## src/rtl/commit_flush_sequencer_pkg.sv

```systemverilog
// Shared pipeline definitions: commit event kinds and sequencer FSM states.
package pipeline_defines;

  typedef enum logic [2:0] {
    CK_NONE    = 3'd0,
    CK_EXCP    = 3'd1,
    CK_ERTN    = 3'd2,
    CK_REFETCH = 3'd3,
    CK_IDLE    = 3'd4
  } commit_kind_e;

  typedef enum logic [1:0] {
    ST_RUN       = 2'd0,
    ST_FLUSH     = 2'd1,
    ST_REDIRECT  = 2'd2,
    ST_IDLE_WAIT = 2'd3
  } seq_state_e;

endpackage

```

## src/rtl/commit_flush_sequencer.sv

```systemverilog
// Serialises commit-time events (exception, ertn, refetch, idle) from two commit
// slots into a fixed-length pipeline flush followed by a single fetch redirect.
module commit_flush_sequencer
  import pipeline_defines::*;
#(
  parameter int FLUSH_CYCLES = 2,
  parameter int ADDR_W       = 32
) (
  input  logic              clk,
  input  logic              rst,
  input  logic              slot0_valid,
  input  commit_kind_e      slot0_kind,
  input  logic [ADDR_W-1:0] slot0_pc,
  input  logic              slot0_tlbr,
  input  logic              slot1_valid,
  input  commit_kind_e      slot1_kind,
  input  logic [ADDR_W-1:0] slot1_pc,
  input  logic              slot1_tlbr,
  input  logic [ADDR_W-1:0] excp_entry_i,
  input  logic [ADDR_W-1:0] tlbr_entry_i,
  input  logic [ADDR_W-1:0] era_i,
  input  logic              int_pending_i,
  output logic              squash_slot1_o,
  output logic              flush_o,
  output logic              stall_o,
  output logic              redirect_valid_o,
  output logic [ADDR_W-1:0] redirect_pc_o,
  output logic              csr_excp_we_o,
  output logic              csr_ertn_we_o,
  output logic              idle_o
);

  localparam int CNT_W = $clog2(FLUSH_CYCLES + 1);
  localparam logic [CNT_W-1:0] CNT_LAST = CNT_W'(FLUSH_CYCLES - 1);

  if (FLUSH_CYCLES < 1) begin : g_bad_flush_cycles
    $error("commit_flush_sequencer: FLUSH_CYCLES must be >= 1");
  end

  seq_state_e        state_q, state_n;
  logic [CNT_W-1:0]  cnt_q, cnt_n;
  commit_kind_e      kind_q, kind_n;
  logic [ADDR_W-1:0] target_q, target_n;
  logic              flush_n, redirect_n, excp_we_n, ertn_we_n;

  logic              evt_valid;
  commit_kind_e      evt_kind;
  logic [ADDR_W-1:0] evt_pc;
  logic              evt_tlbr;
  logic [ADDR_W-1:0] evt_target;
  logic              accept;
  logic              flush_last;

  // Slot0 is older, so it wins whenever it carries an event.
  always_comb begin
    evt_valid = 1'b0;
    evt_kind  = CK_NONE;
    evt_pc    = '0;
    evt_tlbr  = 1'b0;
    if (slot0_valid && slot0_kind != CK_NONE) begin
      evt_valid = 1'b1;
      evt_kind  = slot0_kind;
      evt_pc    = slot0_pc;
      evt_tlbr  = slot0_tlbr;
    end else if (slot1_valid && slot1_kind != CK_NONE) begin
      evt_valid = 1'b1;
      evt_kind  = slot1_kind;
      evt_pc    = slot1_pc;
      evt_tlbr  = slot1_tlbr;
    end
  end

  always_comb begin
    evt_target = evt_pc + ADDR_W'(4);
    case (evt_kind)
      CK_EXCP: evt_target = evt_tlbr ? tlbr_entry_i : excp_entry_i;
      CK_ERTN: evt_target = era_i;
      default: evt_target = evt_pc + ADDR_W'(4);
    endcase
  end

  assign accept         = (state_q == ST_RUN) && evt_valid;
  assign flush_last     = (cnt_q == CNT_LAST);
  assign squash_slot1_o = (state_q == ST_RUN) && slot0_valid && (slot0_kind != CK_NONE);

  always_ff @(posedge clk) begin
    if (rst) begin
      state_q          <= ST_RUN;
      cnt_q            <= '0;
      kind_q           <= CK_NONE;
      target_q         <= '0;
      flush_o          <= 1'b0;
      redirect_valid_o <= 1'b0;
      csr_excp_we_o    <= 1'b0;
      csr_ertn_we_o    <= 1'b0;
    end else begin
      state_q          <= state_n;
      cnt_q            <= cnt_n;
      kind_q           <= kind_n;
      target_q         <= target_n;
      flush_o          <= flush_n;
      redirect_valid_o <= redirect_n;
      csr_excp_we_o    <= excp_we_n;
      csr_ertn_we_o    <= ertn_we_n;
    end
  end

  always_comb begin
    state_n  = state_q;
    cnt_n    = cnt_q;
    kind_n   = kind_q;
    target_n = target_q;
    case (state_q)
      ST_RUN: begin
        if (accept) begin
          state_n  = ST_FLUSH;
          cnt_n    = '0;
          kind_n   = evt_kind;
          target_n = evt_target;
        end
      end
      ST_FLUSH: begin
        if (flush_last) begin
          state_n = (kind_q == CK_IDLE) ? ST_IDLE_WAIT : ST_REDIRECT;
          cnt_n   = '0;
        end else begin
          cnt_n = cnt_q + CNT_W'(1);
        end
      end
      ST_REDIRECT:  state_n = ST_RUN;
      ST_IDLE_WAIT: if (int_pending_i) state_n = ST_REDIRECT;
      default:      state_n = ST_RUN;
    endcase
  end

  // Registered strobes are computed one cycle ahead from the transition being taken.
  always_comb begin
    flush_n    = 1'b0;
    redirect_n = 1'b0;
    excp_we_n  = 1'b0;
    ertn_we_n  = 1'b0;
    case (state_q)
      ST_RUN: begin
        if (accept) begin
          flush_n   = 1'b1;
          excp_we_n = (evt_kind == CK_EXCP);
          ertn_we_n = (evt_kind == CK_ERTN);
        end
      end
      ST_FLUSH: begin
        if (flush_last) redirect_n = (kind_q != CK_IDLE);
        else            flush_n    = 1'b1;
      end
      ST_IDLE_WAIT: redirect_n = int_pending_i;
      default: ;
    endcase
  end

  assign stall_o       = (state_q != ST_RUN);
  assign idle_o        = (state_q == ST_IDLE_WAIT);
  assign redirect_pc_o = redirect_valid_o ? target_q : '0;

endmodule

```

## config.mk

```make
export PLATFORM = sky130hd
export DESIGN_NAME = commit_flush_sequencer
export DESIGN_NICKNAME = d
export VERILOG_FILES = /design/src/rtl/commit_flush_sequencer_pkg.sv /design/src/rtl/commit_flush_sequencer.sv
export SDC_FILE = /design/constraint.sdc
export NUM_CORES = 1
export LEC_CHECK = 0
export ABC_AREA = 1
export BUFFER_PORTS_ARGS = -buffer_cell sky130_fd_sc_hd__buf_2
export CORE_MARGIN = 3
export CORE_UTILIZATION = 50
export DETAILED_ROUTE_END_ITERATION = 6
export GPL_ROUTABILITY_DRIVEN = 1
export PLACE_DENSITY = 0.94
export SLEW_MARGIN = 0
export SYNTH_ARGS = -nofsm -noshare
export SYNTH_HDL_FRONTEND = slang
export SYNTH_SLANG_ARGS = --single-unit
```

## constraint.sdc

```tcl
create_clock -name clk -period 2.7 [get_ports clk]
set_input_delay 0.27 -clock clk [delete_from_list [all_inputs] [get_ports clk]]
set_output_delay 0.27 -clock clk [all_outputs]
set_load 0.01 [all_outputs]
```

======== Yosys cells after proc, flatten, opt, wreduce, memory -nomap -nowiden ========
Index checks and enable logic that the tools add are counted.
word-level totals
  logic and storage cells ................. 61
  input port bits ......................... 173
  bits in registers ....................... 43
  output and inout port bits .............. 39
cells by class
  equal/unequal tests ..................... 11
  bitwise operators ....................... 2
  muxes and demuxes ....................... 24
  reduce and logical (&&, ||, !) cells .... 14
  add/sub/neg operators ................... 2
operators by type and width
  cell                                                             number
  32-bit two-way mux                                               4
  32-bit one-hot mux with 2 select lines                           1
  32-bit by 3-bit adder with 32-bit output, second input constant  1
  2-bit two-way mux                                                5
  1-bit two-way mux                                                8
  2-bit one-hot mux with 4 select lines                            1
  3-bit two-way mux                                                2
  2-bit != test, second input constant                             3
  3-bit nonzero test                                               2
  1-bit logical AND                                                5
  2-bit by 1-bit == test with 1-bit output, second input constant  2
  2-bit == test, second input constant                             2
  1-bit one-hot mux with 2 select lines                            2
  2-bit one-hot mux with 2 select lines                            1
  2-bit AND reduction                                              2
  2-bit nonzero test                                               2
  3-bit by 1-bit == test with 1-bit output, second input constant  1
  3-bit by 2-bit == test with 1-bit output, second input constant  1
  3-bit == test, second input constant                             1
  3-bit != test, second input constant                             1
  3-bit AND reduction                                              1
  3-bit OR reduction                                               1
  2-bit by 1-bit adder with 2-bit output, second input constant    1
  2-bit logical NOT                                                1
  1-bit inverter                                                   2

======== Depth between registers and ports, before layout ========
Gate-level depths: netlist of the first run.
  depth after elaboration ................. 7
  gate-level depth with buffers ........... 16
  mapped depth without buffers ............ 15

======== Least setup slack after synthesis of the first run ========
No wires, ideal clock.
  path kind ............................... input-to-reg
  from .................................... input port slot0_kind[0]
  to ...................................... register target_q[24]
  buffers on the path ..................... 2
  stages .................................. 16
  setup time .............................. 70 ps
  data required time ...................... 2630 ps
  setup slack ............................. 776 ps
  arrival ................................. 1854 ps
  cell sequence ........................... nor2_2 > nand2_4 > nand2_4 > buf_8 > buf_12 > nand3_2 > nand2_2 > ha_1 > nand2_1 > nor2_2 > nand2_1 > nor2_2 > nand2_1 > nand2_1 > nand3_1 > a21oi_1
between the ends
  cells in the longest elaborated chain, start to end .. 5
  elaborated cells between the ends (all ways) .. 13
  those cells by class .................... 1 x add/sub; 2 x eq/ne; 6 x mux; 4 x reduce/logical
ends and longest elaborated chain
  what                                                                                  line                           source
  start, declared                                                                       commit_flush_sequencer.sv:12   input commit_kind_e slot0_kind,
  3-bit nonzero test                                                                    commit_flush_sequencer.sv:60   if (slot0_valid && slot0_kind != CK_NONE) begin
  1-bit logical AND                                                                     commit_flush_sequencer.sv:60
  32-bit two-way mux, or another cell as far along                                      commit_flush_sequencer.sv:60
  32-bit by 3-bit adder with 32-bit output, or another cell as far along                commit_flush_sequencer.sv:78   default: evt_target = evt_pc + ADDR_W'(4);
  32-bit one-hot mux with 2 select lines / 2-bit AND reduction (equally long branches)  --
  end signal, assigned                                                                  commit_flush_sequencer.sv:100  target_q <= target_n;
  end, declared                                                                         commit_flush_sequencer.sv:43   logic [ADDR_W-1:0] target_q, target_n;
Several ways; a longest one is shown, not always the timed one.
A chain may end at the register's enable or synchronous reset.

======== Worst setup path after layout of the first run ========
  from .................................... input port slot0_kind[0]
  to ...................................... register target_q[28]
The elaborated chain is that of the path after synthesis.

==> results of run 1 <==
-- worst max path at each step --
stage	from	endpoint	slack (ps)	depth (start not counted)
final	slot0_kind[0]	target_q[28]	590	15
after global routing	slot0_kind[0]	target_q[28]	370	15
after CTS	slot0_kind[0]	target_q[26]	620	15
after detailed placement	slot0_kind[0]	target_q[26]	310	15
after global placement	slot0_kind[0]	target_q[28]	320	15
after floorplan	slot0_kind[0]	target_q[24]	780	16
-- final cells by class --
class,instances,area (um^2)
flip-flops and latches,43,861
inverters,75,282
clock buffers,5,68.8
multi-input cells,563,2710
repair buffers,222,1140
clock inverters,3,20.0
fillers,774,2600
well taps,102,128
-- synthesized netlist by cell type (2+ instances only) --
| cell | number | area share (%) |
|---|---|---|
| o21ai_1 | 2 | 0.25 |
| inv_1 | 69 | 6.4 |
| buf_6 | 3 | 0.83 |
| a211oi_1 | 11 | 2.0 |
| nor2_2 | 8 | 1.2 |
| nand4_1 | 4 | 0.62 |
| nand2_1 | 193 | 18 |
| o211ai_1 | 3 | 0.55 |
| nor2_1 | 88 | 8.1 |
| buf_2 | 13 | 1.6 |
| a21oi_1 | 59 | 7.3 |
| nand2_2 | 17 | 2.6 |
| nand3_1 | 78 | 9.6 |
| inv_2 | 5 | 0.46 |
| o31a_1 | 12 | 2.6 |
| nand2_4 | 3 | 0.83 |
| nor2_4 | 6 | 1.7 |
| buf_1 | 4 | 0.37 |
| a31oi_1 | 11 | 1.7 |
| o21ai_0 | 51 | 6.3 |
| o21bai_1 | 7 | 1.3 |
| clkbuf_1 | 12 | 1.1 |
| dfxtp_1 | 43 | 21 |
| buf_4 | 3 | 0.55 |
| nand3_2 | 4 | 0.98 |
-- routing by layer --
metal  GRT usage [%]  share of wire (%)  vias to the layer above  wire [um]
met3            3.99                8.5                       27       1230
met2            49.6                 46                      258       6600
li1                -                  -                     2727          -
met4            7.58                1.7                        0        246
met1            40.8                 44                     2329       6310
met5               0                  0                        -          0
-- state kept, by name, summed over array words and instances, names as in the netlist --
name,cells
cnt_q,2
csr_ertn_we_o,1
csr_excp_we_o,1
flush_o,1
kind_q,3
redirect_valid_o,1
state_q,2
target_q,32
-- where the power goes --
group	switching (mW)	leakage (nW)	internal [mW]
Sequential	0.0546	0.356	0.749
Combinational	0.579	2.44	0.350
Clock	0.232	0.0402	0.180
-- critical path: stages --
cell	delay (ps)
buf_2	110
nor2_2	140
nand2_4	90
nand2_4	200
buf_4	320
nand3_1	100
nand2_1	170
nand2_1	90
nor2_1	240
nand2_1	80
nor2_1	140
nand2_1	60
nand2_1	50
nand3_1	100
a21oi_1	150
-- kinds of logic after synthesis --
logic type / synth area share [%]
AO/OA/AOI/OAI: 22.1
XOR/XNOR: 0.215
adder cells (fa/ha/maj): 0.308
buffers and inverters: 12.2
flip-flops: 21.2
AND/OR/NAND/NOR: 43.9
-- per-stage QoR --
step / utilization, % / instances / power [mW] / hold slack, ps / setup slack [ps]
floorplan: - / 718 / 1.41 / 339 / 776
global placement: 65.5 / 1005 / 1.71 / 420 / 322
detailed placement: 65.5 / 1005 / 1.73 / 418 / 306
CTS: 66.7 / 1013 / 2.13 / 191 / 624
global route: 66.7 / 1013 / 2.30 / 197 / 365
finish: 66.7 / 1013 / 2.14 / 207 / 589
==> metrics.md, run 1 <==
| Metric | Value |
|---|---|
| Result of the run | finished, final reports clean |
| Share of post-route cells with drive strength above 1 | 30.1% |
| Initial antenna violation count | 0 |
| Fraction of the yosys area taken by sequential cells | 21.2% |
| Area of the core | 7810 um^2 |
| Type of element launching the critical path | input pin |
| Number of nets with antenna violations after detailed routing | 0 |
| Count of cells resized by post-cts repair | 0 |
| P_leak | 2.84 nW |
| Reg-to-reg endpoint | target_q[18] |
| # setup viols final | 0 |
| Clk Latency, worst-skew pair | 290 ps |
| EDFF count, synth | 0 |
| Cell depth of the worst flop-to-flop path | 5 |
| Biggest fanout along the worst timing path | 27 |
| Last weighted congestion value of the routability-driven placer | 0.966 |
| Detailed-routing iteration count for the pre-antenna-repair pass | 5 |
| RSZ-0062 raised after global routing | false |
| Global-route wire length before repair | 21.9 mm |
| F_max | 474 MHz |
| Reg2Reg Setup Slack | 1200 ps |
| Transition time of the tightest slew-check pin | 508 ps |
| Crit. End Element | flip-flop |
| TritonCTS buffer count | 5 |
| Clock transition at the registers of the reported paths | 90 ps |
| Highest-count cells in the layout ignoring fill and taps | 211 x buf_2, 193 x nand2_1, 88 x nor2_1 |
| Number of hold-repair buffers added at the cts stage | 0 |
| Total die area | 9250 um^2 |
| Number of DRC violations after detailed routing | 0 |
| Worst VDD drop | 0.000227 V |
| Signed area change from the synthesized netlist to the final layout | 28.0% |
| Routed vias | 5341 |
| Max Cap Violations | 0 |
| Synthesized net count | 892 |
| Initial core utilization | 52.1% |
| Clock tree from TritonCTS | built |
| Most common cell after layout, fill and taps aside | buf_2 |
| Slew headroom | 66.1% |
| FFs w/ async S/R, synth | 0% |
| Routed WL per cell | 14.2 um |
| Sum of negative setup slack | 0 ps |
| CTS max path bufs | 2 |
| GRT Total Usage | 30.0% |
| PwrDens | 412 nW/um^2 |
| Detailed-placement wirelength estimate | 11.5 mm |
| Top Ports | 212 |
| Number of max-slew violations in the final report | 0 |
| Diodes inserted | 0 |
| Source of the worst register-to-register timing path | state_q[0] |
| Required time of the critical path | 2930 ps |
| Hold violation total from the final report | 0 |
| Primary FF master, synth | dfxtp_1 |
| Worst hold stages | 2 |
| Number of H-tree levels | 2 |
| Endpoint arrival time on the critical path | 2340 ps |
| Final standard cell area without fillers | 5210 um^2 |
| Period utilisation layout | 78.2% |
| Synthesized flop and latch total | 43 |
| Mean post-synth cell area | 5.67 um^2 |
| Initial detailed-routing violation count | 329 |
| Synth warnings | 0 |
| Setup Buffers After CTS | 0 |
| Worst min-delay path endpoint | redirect_valid_o |
| Final wirelength | 14.4 mm |
| Post-Route Skew | 10.2 ps |
| Average vias per placed instance | 5.27 |
| Synthesized instance count | 718 |
| Type of the worst setup path | input pin to flip-flop |
| Port Buf Inserts | 211 |
| Pin count of the biggest net entering global routing | 36 |
| Number of nets at the end of the flow | 1084 |
| Combined area of all synthesized cells | 4070 um^2 |
| Number of rows in the core area | 32 |
| Type of the tightest min-delay check | input pin to flip-flop |
| Die W | 96.2 um |
| Total gr overflow | 0 |
| Tmin final | 2110 ps |
| Sinks on the clock net | 43 |
| Die Y | 96.2 um |
| Number of global-route vias before repair | 4671 |
| Standard cell area after detailed placement | 5120 um^2 |
| Number of distinct library cells after synthesis | 34 |
| Start point of the worst hold path | rst |
| Clk Tree Root Cell | clkbuf_8 |
Note: power is estimated with default switching activity, not from simulation.
==> inputs of run 2 (changes only) <==
- CORE_UTILIZATION: 50 -> 47
- PLACE_DENSITY: 0.94 -> 0.9
- clock period: 2.7 -> 1.98 ns (I/O delays scaled with it)
==> run 2 against run 1 <==
Sequential cell count unchanged. Total power is 45% higher. Sequential power up 37%. Setup slack got worse by 380 ps. Final cell count up 5.3%. First-iteration DRC count is 12% lower. Combinational power rose by 55%. Critical path depth unchanged. Clock power grew 40%. Design area up 9.7%. Sequential share of layout area down 1.5 points. Hold slack worse by 66 ps.
==> metrics.md, run 2 (synthesis results as in run 1) <==
| Metric | Value |
|---|---|
| Final wirelength | 14.6 mm (+1.5%) |
| P_leak | 3.13 nW (+10%) |
| Number of flip-flops under the largest register name | 32 (unchanged) |
| Area of the core | 8300 um^2 (+6.3%) |
| Part of the total power dissipated in combinational logic | 46.3% (+3.0 points) |
| Fin util | 68.8% (+2.2 points) |
| Slew headroom | 68.2% (+2.1 points) |
| Initial detailed-routing violation count | 291 (-12%) |
| Initial antenna violation count | 0 (unchanged) |
| Post-Route Skew | 5.90 ps (-4.30 ps) |
| Required time of the critical path | 2210 ps (-720 ps) |
| RSZ-0062 raised after global routing | true |
| Number of DRC violations after detailed routing | 0 (unchanged) |
| Sinks on the clock net | 43 (unchanged) |
| Detailed-routing iteration count for the pre-antenna-repair pass | 5 (unchanged) |
| Number of nets with antenna violations after detailed routing | 0 (unchanged) |
| Total of fill cells in the finished design | 778 (+0.52%) |
| Net switching power | 1.22 mW (+41%) |
| Cell with the most instances on the worst path | nand2_1 |
| Source of the worst register-to-register timing path | state_q[0] |
| Multi-input gate area in the final layout | 2710 um^2 (about the same) |
| Most common cell after layout, fill and taps aside | buf_2 |
| Type of the tightest min-delay check | input pin to flip-flop |
| Result of the run | finished, final reports clean |
| Number of global-route vias before repair | 5241 (+12%) |
| GRT Total Usage | 29.6% (-0.35 points) |
| Clock share of power | 18.5% (-0.7 points) |
| Type of the worst setup path | input pin to flip-flop |
| Diodes inserted | 0 (unchanged) |
| Top Ports | 212 (unchanged) |
| Crit. End Element | flip-flop |
| Sw Share | 39.1% (-1.3 points) |
| Initial core utilization | 49.0% (-3.1 points) |
| Beginning of the critical path | slot0_kind[0] |
| Maximum single-stage delay on the critical path | 190 ps (-130 ps) |
| Clk Tree Root Cell | clkbuf_8 |
| Average vias per placed instance | 5.22 (-0.97%) |
| Pin count of the biggest net entering global routing | 34 (-5.6%) |
| Max Cap Violations | 0 (unchanged) |
| CTS max path bufs | 2 (unchanged) |
| Number of hold-repair buffers added at the cts stage | 0 (unchanged) |
| Critical path cell sequence | buf_2 -> nor2_2 -> nand2_4 -> nand2_4 -> buf_12 -> nand3_1 -> nand2_1 -> nand2_1 -> nor2_1 -> nand2_1 -> nor2_4 -> nand2_1 -> nand2_1 -> nand3_1 -> a21oi_1 |
| Endpoint arrival time on the critical path | 2010 ps (-330 ps) |
| Total gr overflow | 0 (unchanged) |
| TritonCTS buffer count | 5 (unchanged) |
| Routed WL per cell | 13.7 um (-3.7%) |
| Biggest fanout along the worst timing path | 30 (+11%) |
| PwrDens | 546 nW/um^2 (+32%) |
| Number of nets at the end of the flow | 1135 (+4.7%) |
| Number of rows in the core area | 33 (+3.1%) |
| Register with the most flip-flops | target_q |
| Transition time of the tightest slew-check pin | 476 ps (-31.5 ps) |
| Setup Buffers After CTS | 0 (unchanged) |
| Type of element launching the critical path | input pin |
| Period utilisation layout | 89.7% |
| Number of H-tree levels | 2 (unchanged) |
| Fraction of power consumed by sequential logic | 35.2% (-2.3 points) |
| # setup viols final | 0 (unchanged) |
| Slowest stage cell, crit path | buf_12 |
| Worst VDD drop | 0.000307 V (+35%) |
| Clock tree from TritonCTS | built |
| Post-route worst setup slack | 204 ps (-385 ps) |
| Clk Latency, worst-skew pair | 300 ps (about the same) |
| Last weighted congestion value of the routability-driven placer | 0.892 (-7.7%) |
| Total internal power | 1.90 mW (+48%) |
| Highest-count cells in the layout ignoring fill and taps | 211 x buf_2, 192 x nand2_1, 88 x nor2_1 |
| Area taken by flip-flops and latches | 861 um^2 (unchanged) |
| Port Buf Inserts | 211 (unchanged) |
| Largest registers | target_q x32, kind_q x3 |
| Total power draw | 3.12 mW (+45%) |
| Clock transition at the registers of the reported paths | 90 ps (about the same) |
| Tmin final | 1780 ps |
| Signed area change from the synthesized netlist to the final layout | 40.4% |
| Start point of the worst hold path | rst |
| Routed vias | 5571 (+4.3%) |
| Number of max-slew violations in the final report | 0 (unchanged) |
| Die Y | 99.0 um (+2.9%) |
| Reg2Reg Setup Slack | 550 ps (-650 ps) |
| Post-placement setup slack | -107 ps (-413 ps) |
| Total die area | 9810 um^2 (+6.0%) |
| Global-route wire length before repair | 24.1 mm (+10%) |
| Sum of negative setup slack | 0 ps (unchanged) |
| F_max | 563 MHz |
| Share of post-route cells with drive strength above 1 | 33.9% (+3.8 points) |
| Detailed-placement wirelength estimate | 12.0 mm (+4.0%) |
| Hold violation total from the final report | 0 (unchanged) |
| Die W | 99.0 um (+2.9%) |
## run 2: changes by cell type in the layout (fill, tap and decap cells not counted), sizes merged
cell      change
buf          +51
clkinv        +1
clkinvlp      -1
## run 2: through the flow
step | instance area, um^2 | hold WS (ps) | instances
2_1_floorplan | 4070 | 267 | 718
3_3_place_gp | 5620 | 416 | 1059
3_5_place_dp | 5620 | 430 | 1059
4_1_cts | 5710 | 132 | 1067
5_1_grt | 5710 | 134 | 1067
6_report | 5710 | 142 | 1067
## run 2: path summary, 6_finish.rpt
kind | to | depth (start not counted)
min | redirect_valid_o | 2
max reg2reg | target_q[17] | 5
min reg2reg | cnt_q[1] | 2
max | target_q[25] | 15
## run 2: power groups by stage
stage                     clock [mW]  combinational [mW]  sequential [mW]
after floorplan                    0               0.833             1.10
after global placement             0                1.39             1.11
after detailed placement           0                1.42             1.11
after CTS                      0.584                1.43             1.09
after global routing           0.623                1.62             1.11
final                          0.577                1.44             1.10
## run 2: what timing repair did
action	CTS	global route
resized for setup	0	1
endpoints found under the hold margin	0	0
endpoints found under the setup margin	0	2
## run 2: worst max-delay path, delay by kind of cell
family,cells,cell delay [ps]
simple gates,12,1380
buf+inv,2,300
compound gates,1,130
## run 2: per-layer routing
layer / track usage (%) / wire length (um)
met1: 39.0 / 6320
met3: 5.24 / 1150
met2: 49.4 / 6820
met4: 8.82 / 299
met5: 0 / 0
## run 2: final cells by class
type                            count  share of cell area (%)
Clock inverter                      3                   0.438
Timing Repair Buffer              273                    28.6
Sequential cell                    43                    15.1
Inverter                           75                    4.93
Tap cell                          105                    2.30
Multi-Input combinational cell    563                    47.5
Clock buffer                        5                    1.20
